--- config.mk ---
export PLATFORM = sky130hd
export DESIGN_NAME = divider_rate_scheduler
export DESIGN_NICKNAME = d
export VERILOG_FILES = /design/src/rtl/divider_rate_scheduler.sv
export SDC_FILE = /design/constraint.sdc
export NUM_CORES = 1
export LEC_CHECK = 0
export BUFFER_PORTS_ARGS = -buffer_cell sky130_fd_sc_hd__buf_2
export CAP_MARGIN = 20
export CORE_UTILIZATION = 61
export CTS_BUF_LIST = sky130_fd_sc_hd__clkbuf_8
export DETAILED_ROUTE_END_ITERATION = 10
export MAX_ROUTING_LAYER = met4
export PLACE_DENSITY = 0.85
export SLEW_MARGIN = 20
export SYNTH_ARGS = -nofsm -noshare
export SYNTH_HDL_FRONTEND = slang
export SYNTH_SLANG_ARGS = --single-unit
--- constraint.sdc ---
create_clock -name clk -period 5.3 [get_ports clk]
set_clock_uncertainty 0.1 [all_clocks]
set_input_delay 0.795 -clock clk [delete_from_list [all_inputs] [get_ports clk]]
set_output_delay 0.795 -clock clk [all_outputs]
set_load 0.03 [all_outputs]
--- src/rtl/divider_rate_scheduler.sv ---
// Power-of-two clock divider controller. It owns the divide counter and
// sequences start/stop. Ratio changes are taken over a valid/ready handshake
// and are applied only on a period boundary, so div_out never emits a runt
// phase. All outputs are registered.
`timescale 1ns/1ps

module divider_rate_scheduler #(
   parameter int MAX_N     = 4,
   parameter int DEFAULT_N = 1
) (
   input  logic       clk,
   input  logic       rst,
   input  logic       run,
   input  logic       cfg_valid,
   input  logic [2:0] cfg_n,
   output logic       cfg_ready,
   output logic       cfg_err,
   output logic [2:0] cur_n,
   output logic       div_out,
   output logic       tick,
   output logic       busy
);

   typedef enum logic [1:0] {STOP, RUN, SWITCH} stateT;

   stateT            stateReg;
   logic [MAX_N-1:0] cntReg;
   logic [MAX_N-1:0] cntInc;
   logic [MAX_N-1:0] maskVec;
   logic [MAX_N-1:0] halfVec;
   logic [2:0]       curNReg;
   logic [2:0]       pendNReg;
   logic             divOutReg;
   logic             tickReg;
   logic             cfgErrReg;
   logic             busyReg;
   logic             cfgReadyReg;

   logic             xfer;
   logic             cfgBad;
   logic             cfgGood;
   logic             boundary;
   logic             divBitNext;

   // maskVec has the low cur_n bits set; halfVec selects bit cur_n-1, which
   // becomes div_out. cfg_n is 3 bits wide, so MAX_N never exceeds 7.
   generate
      for (genvar gi = 0; gi < MAX_N; gi++) begin : g_bits
         localparam logic [2:0] IDX = 3'(gi);
         assign maskVec[gi] = (curNReg > IDX);
         assign halfVec[gi] = (curNReg == (IDX + 3'd1));
      end
   endgenerate

   assign cntInc     = cntReg + {{(MAX_N-1){1'b0}}, 1'b1};
   assign divBitNext = |(cntInc & halfVec);
   assign boundary   = ((cntReg & maskVec) == maskVec);
   assign xfer       = cfg_valid && cfgReadyReg;
   assign cfgBad     = (cfg_n == 3'd0) || (cfg_n > 3'(MAX_N));
   assign cfgGood    = xfer && !cfgBad;

   // Scheduler state machine with all outputs registered alongside the state.
   always_ff @(posedge clk or negedge rst) begin
      if (!rst) begin
         stateReg    <= STOP;
         cntReg      <= '0;
         curNReg     <= 3'(DEFAULT_N);
         pendNReg    <= 3'd0;
         divOutReg   <= 1'b0;
         tickReg     <= 1'b0;
         cfgErrReg   <= 1'b0;
         busyReg     <= 1'b0;
         cfgReadyReg <= 1'b1;
      end else begin
         // tick and cfg_err are single-cycle pulses unless reasserted below.
         tickReg   <= 1'b0;
         cfgErrReg <= xfer && cfgBad;
         case (stateReg)
            STOP: begin
               cntReg    <= '0;
               divOutReg <= 1'b0;
               // While stopped there is no period to protect: apply at once.
               if (cfgGood) curNReg <= cfg_n;
               if (run) stateReg <= RUN;
            end
            RUN: begin
               if (!run) begin
                  stateReg  <= STOP;
                  cntReg    <= '0;
                  divOutReg <= 1'b0;
                  if (cfgGood) curNReg <= cfg_n;
               end else begin
                  cntReg    <= cntInc;
                  divOutReg <= divBitNext;
                  tickReg   <= boundary;
                  // The current period still completes; the change waits for
                  // the next boundary.
                  if (cfgGood) begin
                     pendNReg    <= cfg_n;
                     stateReg    <= SWITCH;
                     busyReg     <= 1'b1;
                     cfgReadyReg <= 1'b0;
                  end
               end
            end
            SWITCH: begin
               if (!run) begin
                  // Stop wins over a coincident boundary: no tick, but the
                  // pending ratio is still committed.
                  curNReg     <= pendNReg;
                  cntReg      <= '0;
                  divOutReg   <= 1'b0;
                  busyReg     <= 1'b0;
                  cfgReadyReg <= 1'b1;
                  stateReg    <= STOP;
               end else if (boundary) begin
                  curNReg     <= pendNReg;
                  cntReg      <= '0;
                  divOutReg   <= 1'b0;
                  tickReg     <= 1'b1;
                  busyReg     <= 1'b0;
                  cfgReadyReg <= 1'b1;
                  stateReg    <= RUN;
               end else begin
                  cntReg    <= cntInc;
                  divOutReg <= divBitNext;
               end
            end
            default: begin
               stateReg    <= STOP;
               cntReg      <= '0;
               divOutReg   <= 1'b0;
               busyReg     <= 1'b0;
               cfgReadyReg <= 1'b1;
            end
         endcase
      end
   end

   assign cfg_ready = cfgReadyReg;
   assign cfg_err   = cfgErrReg;
   assign cur_n     = curNReg;
   assign div_out   = divOutReg;
   assign tick      = tickReg;
   assign busy      = busyReg;

endmodule

==> results by group <==
Floorplanning
  • Starting utilization of the core area: 67.7%
  • Number of ports placed on the die boundary: 15
  • Horizontal die dimension: 40.7 um
  • FP Rows: 13
  • DIE AREA: 1660 sq um
  • Floorplan die height: 40.7 um
  • Standard cell core area: 1350 sq um

Synth
  • Number of warning messages in the yosys log: 0
  • Number of distinct library cell variants in the gate-level netlist after synthesis: 32
  • Simple-gate share of the synthesized area: 14.7%
  • Synth Area in Compound Gates: 14.1%
  • Post-synthesis register bit count: 17
  • Synthesized-area fraction occupied by adder cells: 6.85%
  • Instance count of the mapped netlist: 84
  • Post-synthesis sequential area ratio: 46.8%
  • Average cell area after synthesis: 10.9 sq um
  • Portion of netlist area occupied by mux cells: 11.9%
  • Post-Syn Area: 913 sq um
  • Share of the synthesized netlist area taken by xor and xnor gates: 1.92%
  • Main combinational cell family by area after synthesis: simple AND/OR/NAND/NOR gates
  • Synthesized Nets: 96

Final layout
  • N_diodes: 0
  • Cell area after layout: 1040 sq um
  • Number of nets in the layout: 114
  • Share of cells above drive strength 1: 32.7%
  • Area growth from synthesis to layout: 14.4%
  • Final standard cell utilization of the core: 77.4%

Worst setup path
  • Crit Path Max Fanout: 5
  • Launch instance of the worst register-to-register path: cur_n[0]
  • Worst R2R Path Depth: 5
  • Internal reg-to-reg setup slack: 3.48 ns
  • Slowest cell on the critical path: sky130_fd_sc_hd__or3_1
  • End of the worst register-to-register path: cur_n[1]
  • List of cells traversed by the critical path: buf_2, or3_1, nand4_1, mux2i_1, nand3_1, mux2_2
  • Element type at the critical path start: input pin
  • Startpoint of the worst setup timing path: cfg_n[1]
  • Worst setup path endpoint: cur_n[1]
  • Arrival time worst endpoint: 2.15 ns
  • CP Class: in -> reg
  • Maximum cell stage delay along the critical path: 0.38 ns
  • Critical path required time: 5.34 ns
  • Endpoint type of the worst setup path: flop

Run
  • Max-cap violations: 0

Routing
  • Wirelength per Cell: 14.5 um
  • Residual DRC: 0
  • Final antenna-violating net count: 0
  • Total wirelength of the detailed-routed design: 1.68 mm
  • Number of vias per cell after detailed routing: 5.89
  • Detailed-routing iteration count for the pre-antenna-repair pass: 4
  • Via count: 683
  • Drt initial violations: 12

Timing
  • Unrepaired setup endpoints after global routing: false
  • Transition at the pin with the smallest max-transition slack: 0.495 ns
  • Max transition margin: 66.7%
  • Final hold vios: 0
  • Number of pins with negative max-slew slack in the final report: 0
  • Share of the clock period used by the worst path: 39.8%
  • Maximum clock frequency: 474 MHz
  • Worst-case hold slack: 0.353 ns
  • Sum of negative setup slack: 0 ns
  • Shortest period the worst path allows: 2.11 ns
  • Number of failing setup endpoints in the final timing report: 0

GRT
  • Vias in the first global route: 618
  • Number of antenna violations at the first check in global routing: 0
  • Pin count of the biggest net entering global routing: 18
  • Remaining global-route overflow: 0
  • Global-route wire length before repair: 2.70 mm
  • Global-route usage over all layers: 27.0%

Pwr
  • Power after layout: 498 uW
  • Max VDD drop: 0.338 mV
  • Static Leak: 0.510 nW
  • Power density over the cells: 476 nW/um^2

Place
  • Post-detailed-placement cell area: 998 sq um
  • Post-DP HPWL: 1.26 mm
  • # port buffers: 14
  • Routability congestion estimate from global placement: 0.836

Clock network
  • Clock Sinks: 17
  • Number of hold buffers added after CTS: 0
  • Insertion delay of the later-clocked pin in the worst-skew pair: 0.25 ns
  • Clock root buffer: sky130_fd_sc_hd__clkbuf_8
  • Clock transition at the register clock pins on the worst setup and hold paths after CTS: 0.06 ns
  • Count of buffers added by post-CTS timing repair for setup: 0
  • TritonCTS clock tree: done
  • Deepest level of the CTS H-tree: 1
  • Num CTS Buffers: 3
  • CTS resizes: 0
  • Bufs on Longest Clock Path: 2

Hold path
  • Hold WC Path Type: in -> async

Run status
  • Status: finished, final reports clean
-- critical path, delay by kind of cell --
kind | cells | cell delay [ns]
simple gates | 3 | 0.75
mux | 2 | 0.49
buf+inv | 1 | 0.12
-- how the worst min path moves through the flow --
stage                       end
detailed placement         busy
CTS                        tick
global placement           busy
global route          cntReg[0]
finish                     tick
floorplan           pendNReg[0]
-- power by group --
group	switching, mW	internal [mW]	total, mW
clock network	0.0414	0.0521	0.0934
registers	0.0372	0.170	0.208
logic	0.114	0.0824	0.196
total	0.193	0.305	0.498
-- layout make-up --
| cell class | count | area, sq um |
|---|---|---|
| fillers | 105 | 305 |
| clock inverters | 1 | 5.00 |
| clock buffers | 3 | 41.3 |
| inverters | 8 | 30.0 |
| repair buffers | 14 | 70.1 |
| flip-flops and latches | 17 | 428 |
| well taps | 15 | 18.8 |
| multi-input cells | 58 | 452 |
-- Yosys cell counts --
library cell / instances / area, sq um
sky130_fd_sc_hd__inv_1: 8 / 30.0
sky130_fd_sc_hd__or3_1: 1 / 6.26
sky130_fd_sc_hd__and2_1: 1 / 6.26
sky130_fd_sc_hd__nor3b_1: 1 / 7.51
sky130_fd_sc_hd__o32a_2: 1 / 11.3
sky130_fd_sc_hd__a211oi_1: 1 / 7.51
sky130_fd_sc_hd__a221o_1: 1 / 10.0
sky130_fd_sc_hd__nand4_1: 1 / 6.26
sky130_fd_sc_hd__and3_4: 1 / 11.3
sky130_fd_sc_hd__mux2_2: 7 / 78.8
sky130_fd_sc_hd__nand3_1: 3 / 15.0
sky130_fd_sc_hd__xnor2_1: 1 / 8.76
sky130_fd_sc_hd__a21bo_2: 1 / 10.0
sky130_fd_sc_hd__nor4_1: 1 / 6.26
sky130_fd_sc_hd__or2_1: 1 / 6.26
sky130_fd_sc_hd__nor2_1: 7 / 26.3
sky130_fd_sc_hd__dfstp_2: 2 / 52.6
sky130_fd_sc_hd__nor3b_2: 1 / 12.5
sky130_fd_sc_hd__a22o_1: 2 / 17.5
sky130_fd_sc_hd__a21oi_1: 2 / 10.0
sky130_fd_sc_hd__dfrtp_1: 15 / 375
sky130_fd_sc_hd__o32ai_1: 1 / 8.76
sky130_fd_sc_hd__and3b_1: 1 / 8.76
sky130_fd_sc_hd__o221ai_2: 1 / 15.0
sky130_fd_sc_hd__ha_1: 5 / 62.6
sky130_fd_sc_hd__clkbuf_1: 1 / 3.75
sky130_fd_sc_hd__or2_2: 1 / 6.26
sky130_fd_sc_hd__mux2i_1: 3 / 30.0
sky130_fd_sc_hd__nand2_1: 4 / 15.0
sky130_fd_sc_hd__o21ai_0: 6 / 30.0
sky130_fd_sc_hd__xor2_1: 1 / 8.76
sky130_fd_sc_hd__o2bb2ai_1: 1 / 8.76
-- registers in the layout (all words and copies together), names as in the netlist --
| name | count |
|---|---|
| cntReg | 4 |
| cfg_err | 1 |
| cur_n | 3 |
| busy | 1 |
| pendNReg | 3 |
| cfg_ready | 1 |
| div_out | 1 |
| stateReg | 2 |
| tick | 1 |
-- routing by layer --
layer | share of wire [%] | track usage, % | vias up
li1 | - | - | 334
met1 | 48 | 36.2 | 332
met2 | 48 | 39.7 | 13
met3 | 2.3 | 3.26 | 4
met4 | 1.8 | 15.0 | 0
met5 | 0 | - | -
-- per-stage QoR --
stage | instances | setup slack (ns)
2_1_floorplan | 84 | 3.19
3_3_place_gp | 112 | 3.03
3_5_place_dp | 112 | 2.98
4_1_cts | 116 | 3.21
5_1_grt | 116 | 3.08
6_report | 116 | 3.19
-- cell usage in the layout (no fill, tap or decap), drive strengths merged, types with 2 or more instances in the layout --
cell	instances
a21oi	2
a22o	2
buf	14
clkbuf	3
dfrtp	15
dfstp	2
ha	5
inv	8
mux2	7
mux2i	3
nand2	4
nand3	3
nor2	7
nor3b	2
o21ai	6
or2	2
-- cell families after synthesis --
family	count (synthesis)
AO/OA/AOI/OAI	17
adder cells (fa/ha/maj)	5
flip-flops	17
AND/OR/NAND/NOR	24
XOR/XNOR	2
buffers and inverters	9
multiplexers	10
Note: power is estimated with default switching activity, not from simulation.
